===== src/rtl/pltrst_seq_pkg.sv =====
// rtl/pltrst_seq_pkg.sv - platform reset sequencer state encodings and width helper
package pltrst_seq_pkg;

  localparam logic [2:0] OFF  = 3'd0;
  localparam logic [2:0] PRE  = 3'd1;
  localparam logic [2:0] REL  = 3'd2;
  localparam logic [2:0] MASK = 3'd3;
  localparam logic [2:0] RUN  = 3'd4;
  localparam logic [2:0] ASRT = 3'd5;
  localparam logic [2:0] HOLD = 3'd6;

  // Bits needed to hold value itself (not value-1), minimum 1.
  function automatic int clogb2(input int value);
    int v;
    int r;
    v = value;
    r = 0;
    while (v > 0) begin
      r = r + 1;
      v = v >>> 1;
    end
    if (r == 0) r = 1;
    return r;
  endfunction

endpackage


===== src/rtl/us_delay_cnt.sv =====
// rtl/us_delay_cnt.sv - reloadable microsecond down-counter with expiry flag
module us_delay_cnt #(
  parameter int W = 7
) (
  input  logic         clk,
  input  logic         reset_n,
  input  logic         load_i,
  input  logic [W-1:0] value_i,
  input  logic         t1us_i,
  output logic         expired_o
);

  logic [W-1:0] cnt_q;
  logic [W-1:0] cnt_d;

  // Load wins over the tick, so a t1us on the loading edge is not counted.
  always_comb begin
    cnt_d = cnt_q;
    if (load_i) begin
      cnt_d = value_i;
    end else if (t1us_i && (cnt_q != '0)) begin
      cnt_d = cnt_q - W'(1);
    end
  end

  always_ff @(posedge clk or negedge reset_n) begin
    if (!reset_n) begin
      cnt_q <= '0;
    end else begin
      cnt_q <= cnt_d;
    end
  end

  // Stays high once expired until reloaded; HOLD relies on that level.
  assign expired_o = (cnt_q == '0) | (t1us_i & (cnt_q == W'(1)));

endmodule


===== src/rtl/pltrst_seq_ctrl.sv =====
// rtl/pltrst_seq_ctrl.sv - platform reset sequencer driving GLP and IO reset pins
module pltrst_seq_ctrl
  import pltrst_seq_pkg::*;
#(
  parameter int NUM_IO        = 1,
  parameter int PRE_DLY_US    = 100,
  parameter int STAGGER_US    = 10,
  parameter int ASSERT_DLY_US = 3,
  parameter int MIN_ASSERT_US = 20,
  parameter int MASK_DLY_US   = 3
) (
  input  logic              clk,
  input  logic              reset_n,
  input  logic              t1us,
  input  logic              st_steady_pwrok,
  input  logic              rt_critical_fail_store,
  input  logic              pal_sys_reset,
  input  logic              rst_pcie_cpu_n,
  output logic              rst_gmt_n,
  output logic              gmt_lreset_n,
  output logic [NUM_IO-1:0] rst_io_n,
  output logic              forcepr_mask,
  output logic              seq_done,
  output logic [2:0]        seq_state
);

  localparam int MAX_A   = (PRE_DLY_US > STAGGER_US) ? PRE_DLY_US : STAGGER_US;
  localparam int MAX_B   = (ASSERT_DLY_US > MIN_ASSERT_US) ? ASSERT_DLY_US : MIN_ASSERT_US;
  localparam int MAX_C   = (MAX_A > MAX_B) ? MAX_A : MAX_B;
  localparam int MAX_DLY = (MAX_C > MASK_DLY_US) ? MAX_C : MASK_DLY_US;
  localparam int CNT_W   = clogb2(MAX_DLY);
  localparam int IDX_W   = clogb2(NUM_IO);

  logic [2:0]        state_q, state_d;
  logic [IDX_W-1:0]  idx_q, idx_d;
  logic [NUM_IO-1:0] released_q, released_d;
  logic [NUM_IO-1:0] io_q, io_d;
  logic              gmt_q, gmt_d;
  logic              mask_q, mask_d;
  logic              done_q, done_d;
  logic              fault;
  logic              rel_step;
  logic              dly_load;
  logic              dly_expired;
  logic [CNT_W-1:0]  dly_val;

  assign fault = rt_critical_fail_store | ~st_steady_pwrok;

  always_comb begin
    state_d    = state_q;
    idx_d      = idx_q;
    released_d = released_q;
    gmt_d      = gmt_q;
    mask_d     = mask_q;
    done_d     = done_q;
    rel_step   = 1'b0;
    if (fault) begin
      state_d    = OFF;
      idx_d      = '0;
      released_d = '0;
      gmt_d      = 1'b0;
      mask_d     = 1'b1;
      done_d     = 1'b0;
    end else begin
      case (state_q)
        OFF: state_d = PRE;
        PRE: begin
          if (pal_sys_reset) begin
            state_d = ASRT;
            mask_d  = 1'b1;
          end else if (dly_expired) begin
            gmt_d   = 1'b1;
            idx_d   = '0;
            state_d = REL;
          end
        end
        REL: begin
          if (pal_sys_reset) begin
            state_d = ASRT;
            mask_d  = 1'b1;
          end else if (dly_expired) begin
            for (int i = 0; i < NUM_IO; i++) begin
              if (idx_q == IDX_W'(i)) released_d[i] = 1'b1;
            end
            if (idx_q == IDX_W'(NUM_IO - 1)) begin
              state_d = MASK;
            end else begin
              idx_d    = idx_q + IDX_W'(1);
              rel_step = 1'b1;
            end
          end
        end
        MASK: begin
          if (pal_sys_reset) begin
            state_d = ASRT;
            mask_d  = 1'b1;
          end else if (dly_expired) begin
            mask_d  = 1'b0;
            done_d  = 1'b1;
            state_d = RUN;
          end
        end
        RUN: begin
          if (pal_sys_reset) begin
            state_d = ASRT;
            mask_d  = 1'b1;
            done_d  = 1'b0;
          end
        end
        ASRT: begin
          if (dly_expired) begin
            gmt_d      = 1'b0;
            released_d = '0;
            state_d    = HOLD;
          end
        end
        HOLD: begin
          if (dly_expired && !pal_sys_reset) state_d = PRE;
        end
        default: begin
          state_d    = OFF;
          idx_d      = '0;
          released_d = '0;
          gmt_d      = 1'b0;
          mask_d     = 1'b1;
          done_d     = 1'b0;
        end
      endcase
    end
  end

  // The shared delay counter is reloaded on every state change and per IO step.
  assign dly_load = (state_d != state_q) | rel_step;

  always_comb begin
    dly_val = '0;
    case (state_d)
      PRE:     dly_val = CNT_W'(PRE_DLY_US);
      REL:     dly_val = CNT_W'(STAGGER_US);
      MASK:    dly_val = CNT_W'(MASK_DLY_US);
      ASRT:    dly_val = CNT_W'(ASSERT_DLY_US);
      HOLD:    dly_val = CNT_W'(MIN_ASSERT_US);
      default: dly_val = '0;
    endcase
  end

  us_delay_cnt #(
    .W (CNT_W)
  ) u_dly (
    .clk       (clk),
    .reset_n   (reset_n),
    .load_i    (dly_load),
    .value_i   (dly_val),
    .t1us_i    (t1us),
    .expired_o (dly_expired)
  );

  assign io_d = released_d & {NUM_IO{rst_pcie_cpu_n}};

  always_ff @(posedge clk or negedge reset_n) begin
    if (!reset_n) begin
      state_q    <= OFF;
      idx_q      <= '0;
      released_q <= '0;
      io_q       <= '0;
      gmt_q      <= 1'b0;
      mask_q     <= 1'b1;
      done_q     <= 1'b0;
    end else begin
      state_q    <= state_d;
      idx_q      <= idx_d;
      released_q <= released_d;
      io_q       <= io_d;
      gmt_q      <= gmt_d;
      mask_q     <= mask_d;
      done_q     <= done_d;
    end
  end

  assign rst_gmt_n    = gmt_q;
  assign gmt_lreset_n = gmt_q;
  assign rst_io_n     = io_q;
  assign forcepr_mask = mask_q;
  assign seq_done     = done_q;
  assign seq_state    = state_q;

endmodule


===== config.mk =====
export PLATFORM = sky130hd
export DESIGN_NAME = pltrst_seq_ctrl
export DESIGN_NICKNAME = d
export VERILOG_FILES = /design/src/rtl/pltrst_seq_pkg.sv /design/src/rtl/us_delay_cnt.sv /design/src/rtl/pltrst_seq_ctrl.sv
export SDC_FILE = /design/constraint.sdc
export NUM_CORES = 1
export LEC_CHECK = 0
export CORE_ASPECT_RATIO = 0.9
export CORE_MARGIN = 3
export CORE_UTILIZATION = 40
export CTS_BUF_LIST = sky130_fd_sc_hd__clkbuf_4 sky130_fd_sc_hd__clkbuf_8
export DETAILED_ROUTE_END_ITERATION = 6
export GPL_TIMING_DRIVEN = 1
export PLACE_DENSITY = 0.65
export SYNTH_ARGS = -nofsm -noshare
export SYNTH_HDL_FRONTEND = slang
export SYNTH_HIERARCHICAL = 1
export SYNTH_SLANG_ARGS = --single-unit

===== constraint.sdc =====
create_clock -name clk -period 4.5 [get_ports clk]
set_clock_uncertainty 0.05 [all_clocks]
set_input_delay 0.45 -clock clk [delete_from_list [all_inputs] [get_ports clk]]
set_output_delay 0.45 -clock clk [all_outputs]
set_load 0.03 [all_outputs]

# Word level (Yosys, flattened, before mapping)
# Index checks and enable logic that the tools add are counted.
# classes
n_addsub	2
n_eq_ne	27
muxes	44
n_bitwise	6
reduce_logical	18
# ops
cell	count
$mux 3	11
$pmux 7 s4	1
$mux 1	24
$ne 3x3->1 const B	8
$pmux 3 s7	1
$reduce_or 5->1	4
$eq 3x3->1 const B	5
$pmux 1 s3	5
$mux 7	2
$eq 3x2->1 const B	4
$ne 2x1->1 const B	4
$reduce_and 4->1	2
$eq 7x1->1 const B	1
$logic_not 7->1	1
$reduce_bool 7->1	1
$sub 7x1->7 const B	1
$eq 3x1->1 const B	2
$reduce_or 3->1	2
$reduce_and 5->1	1
$ne 4x4->1 const B	1
$logic_not 3->1	1
$ne 3x1->1 const B	1
$ne 3x3->1	1
$or 1x1->1	3
8 further kinds	10
# totals
regBits	16
inputBits	7
out_inout_bits	8
wordCells	105

# Longest topological paths before layout
# logic_depth
ltp_word	11
mapped_depth	11
ltp_nobuf	10

# By module
# The synthesis kept the hierarchy.
# by_module_without_submodules
mod	n_inst	cells_per_inst	area_per_inst_um2	seq_area_each_um2
pltrst_seq_ctrl	1	90	701.9	201.4
us_delay_cnt	1	55	481.7	175.2

# Worst setup path after synthesis
# OpenSTA, ideal clock, no wires.
# synth_timing
kind	register -> register
startpoint	reg u_dly.cnt_q[2]
endpoint	reg u_dly.cnt_q[2]
setup_time_ns	0.126
arrival_ns	2.468
t_required_ns	4.324
setup_slack_ns	1.856
stages_incl_launch_ff	9
path_buffers	2
synth_period_minus_slack_ns	2.644
cell_sequence	dfrtp_1 or4_1 nor3_1 buf_2 o21ai_1 a21oi_1 clkbuf_1 a2111oi_0 a221o_1
# synth_via
elab_cells_between_ends	34
cone_classes	add/sub: 1; eq/ne: 7; mux: 17; bitwise: 3; reduce/logical: 6
# synth_rtl
item	line	text
start, declared	us_delay_cnt.sv:13	logic [W-1:0] cnt_q;
start signal, assigned	us_delay_cnt.sv:30	cnt_q <= cnt_d;
$eq 7x1->1	us_delay_cnt.sv:35	assign expired_o = (cnt_q == '0) | (t1us_i & (cnt_q == W'(1)));
$and 1x1->1	us_delay_cnt.sv:35	
$or 1x1->1 *	us_delay_cnt.sv:35	
named net dly_expired	pltrst_seq_ctrl.sv:44	logic dly_expired;
$mux 3 (tied with other cells)	pltrst_seq_ctrl.sv:97	end else if (dly_expired) begin
$mux 3 (on tied branches)	n/a	
$pmux 3 s7	pltrst_seq_ctrl.sv:65	case (state_q)
$mux 3	pltrst_seq_ctrl.sv:57	if (fault) begin
$ne 3x3->1	pltrst_seq_ctrl.sv:133	assign dly_load = (state_d != state_q) | rel_step;
$or 1x1->1 *	pltrst_seq_ctrl.sv:133	
named net dly_load	pltrst_seq_ctrl.sv:43	logic dly_load;
$mux 7 or $reduce_bool 2->1 (tied branches)	n/a	
# The timed path passes the listed nets; every way through them passes the cells marked *. The select of a mux whose other input is x is not followed.
# A chain may end at the register's enable or synchronous reset.

# Final worst setup path
# layout_timing
startpoint	reg u_dly.cnt_q[2]
endpoint	reg u_dly.cnt_q[0]
# Same word-level chain as after synthesis.

==> metrics.txt <==
crit path time final 2970 ps; Post-synth top flop dfrtp_1; Hold-fix buffers, CTS 0; RePlAce Congestion 0.8816; initial antenna violation count 0; Die ar. 3649 sq um; post-CTS resize count 0; max_cap viols 0; Critical Path Stages 8; power density over cell area 367.1 nW/um^2; Total Routing Usage GR 16.24%; Setup Fix Bufs, Post-CTS 0; row cnt 18; DR vias 1,116; first-pass GRT wire length 4747 um; FILL cells 296; P_leak 0.4896 nW; htree depth 1; FF-to-FF path depth 8; Crit Path Category flop to flop; Critical R2R Launch u_dly/cnt_q[2]$_DFFE_PN0P_; Power, Total 494.2 uW; pin count of the biggest net entering global routing 24; count of warnings emitted by yosys 6; drc violations 0; pre-CTS setup slack 1492 ps; crit path to u_dly/cnt_q[0]$_DFFE_PN0P_; Clk Tree Root Cell clkbuf_4; Core ar. 2793 sq um; post-route cell area 1346 sq um; width of the die 63.34 um; largest fanout on the critical path 14; DR vias/cell 5.753; Iter 0 DRT Violations 38; slew margin rel. 50.10%; ratio of cells with drive above 1 in the final layout 11.69%; ratio of final minimum period to clock period 66.00%; internal reg-to-reg setup slack 1530 ps; syn avg cell area 8.163 sq um; post-DR wirelength/cell 14.01 um; worst path bufs/invs 2; outcome finished, final reports clean; Slew @ Worst Pin 748.4 ps; clk sinks 15; Worst-path clk slew 100 ps; final count of negative-setup-slack endpoints 0; area grow syn2layout 13.74%; crit path capture type flop; CTS buffer count 3; final core utilization 48.21%; Layout Nets 164; vias in the first global route 992; EDFF count, synth 0; clk_lat worst skew 290 ps; CP delay by family, top compound AO/OA/AOI/OAI gates; initial core utilization 42.38%; mapped cell area 1184 sq um; Critical Path RT 4630 ps; WP data arrival 3100 ps; Port Buffers 14; Antenna diodes 0; synthesized instance count 145; Synth cell types 50; sequential area share after synthesis 31.82%; I/O pin count 15; Fmax 0.3367 GHz; final WL 2717 um; Clock Tree Buf Depth 2; Area after DPL 1316 sq um; crit-path max cell delay 650 ps; Final Hold Viols 0; crit-path cells or4_1 > nor3_1 > buf_4 > o21ai_1 > a21oi_1 > inv_1 > o2111ai_1 > o211ai_1; post-route ant nets 0; Post-synth ARST share 100.0%; RSZ-0062 raised after global routing false; Mapped Nets 154; Setup crit start u_dly/cnt_q[2]$_DFFE_PN0P_; CP startpoint kind flop; Hold Path Class flop to flop; worst vdd ir 0.2302 mV; GR Overflow Total 0; slack of the critical path 1530 ps; Yosys reg bits 15; router iterations before antenna repair 4; Slew Limit Fails 0; CP max stage cell or4_1; TritonCTS clock tree yes; DPL Wire Length 1923 um; Setup TNS 0 ps; Reg-to-Reg End u_dly/cnt_q[0]$_DFFE_PN0P_; Die H 57.61 um
-- flip-flops by register name (all words and copies together) (netlist names) --
name,count
forcepr_mask,1
gmt_lreset_n,1
released_q,1
rst_io_n,1
seq_done,1
seq_state,3
u_dly/cnt_q,7
-- power breakdown --
group | switching [mW] | internal [mW]
combinational | 0.120 | 0.0888
sequential | 0.0394 | 0.159
clock | 0.0462 | 0.0405
-- layout make-up --
type                    count  area, sq um  area share (%)
inverters                   6        22.52           1.673
clock buffers               4        30.03           2.230
repair buffers             16        155.1           11.52
well taps                  40        50.05           3.717
multi-input cells         113        711.9           52.88
flip-flops and latches     15        376.6           27.97
-- cell usage in the layout (no fill, tap or decap), drive strengths merged, types with 2 or more instances in the layout --
cell           count
nor2b              7
a21oi             14
clkdlybuf4s50     14
nand3              2
o211ai             6
o2111ai            3
inv                6
a31oi              4
clkbuf             4
nor4               2
o21ai             15
or4                3
and2               2
dfrtp             14
o31ai              3
ha                 2
nor2               9
nand2b             6
buf                2
nor3               2
nand2             13
-- routing by layer --
layer  global-route usage, %  vias to the layer above  share of wire [%]
li1                        -                      560                  -
met1                   24.94                      515                 49
met2                   23.36                       37                 44
met3                   3.740                        4                6.3
met5                       0                        -                  0
met4                   2.769                        0               0.81
-- metrics by stage --
stage,cells,hold slack [ps]
after floorplan,145,104.4
after global placement,190,457.1
after detailed placement,190,460.0
after CTS,194,484.1
after global routing,194,508.0
final,194,474.0
-- cells in the mapped netlist, drive strengths merged (2+ instances only) --
library cell | instances | area (sq um)
a21oi | 14 | 70.07
a31oi | 4 | 25.02
and2 | 2 | 15.02
buf | 9 | 65.06
clkbuf | 2 | 7.510
dfrtp | 14 | 350.3
ha | 2 | 25.02
inv | 6 | 22.52
nand2 | 13 | 48.80
nand2b | 6 | 37.54
nand3 | 2 | 15.01
nor2 | 9 | 36.29
nor2b | 7 | 43.79
nor3 | 2 | 15.01
nor4 | 2 | 18.77
o2111ai | 3 | 26.28
o211ai | 6 | 45.04
o21ai | 15 | 75.07
o31ai | 3 | 22.52
or4 | 3 | 22.52
-- tightest hold or removal path, stage by stage (launching register included) --
cell	delay [ps]
dfrtp_1	370
a31oi_1	50
nor2_1	70
-- cells by family (layout without fill, tap and decap cells) --
logic type	Yosys count	in the layout	share of synthesized area, %
adders and majority gates	3	3	3.065
buffers and inverters	17	26	8.034
AOI/OAI and AO/OA	54	54	29.28
and+or+nand+nor	56	56	27.80
DFF	15	15	31.82
-- worst min-delay path by stage --
stage,from,endpoint,cells past startpoint
floorplan,reset_n,gmt_lreset_n$_DFFE_PN0P_,0
global placement,gmt_lreset_n$_DFFE_PN0P_,gmt_lreset_n$_DFFE_PN0P_,2
detailed placement,gmt_lreset_n$_DFFE_PN0P_,gmt_lreset_n$_DFFE_PN0P_,2
CTS,gmt_lreset_n$_DFFE_PN0P_,gmt_lreset_n$_DFFE_PN0P_,2
global route,released_q$_DFF_PN0_,released_q$_DFF_PN0_,2
finish,gmt_lreset_n$_DFFE_PN0P_,gmt_lreset_n$_DFFE_PN0P_,2
(Power assumes the default switching activity.)
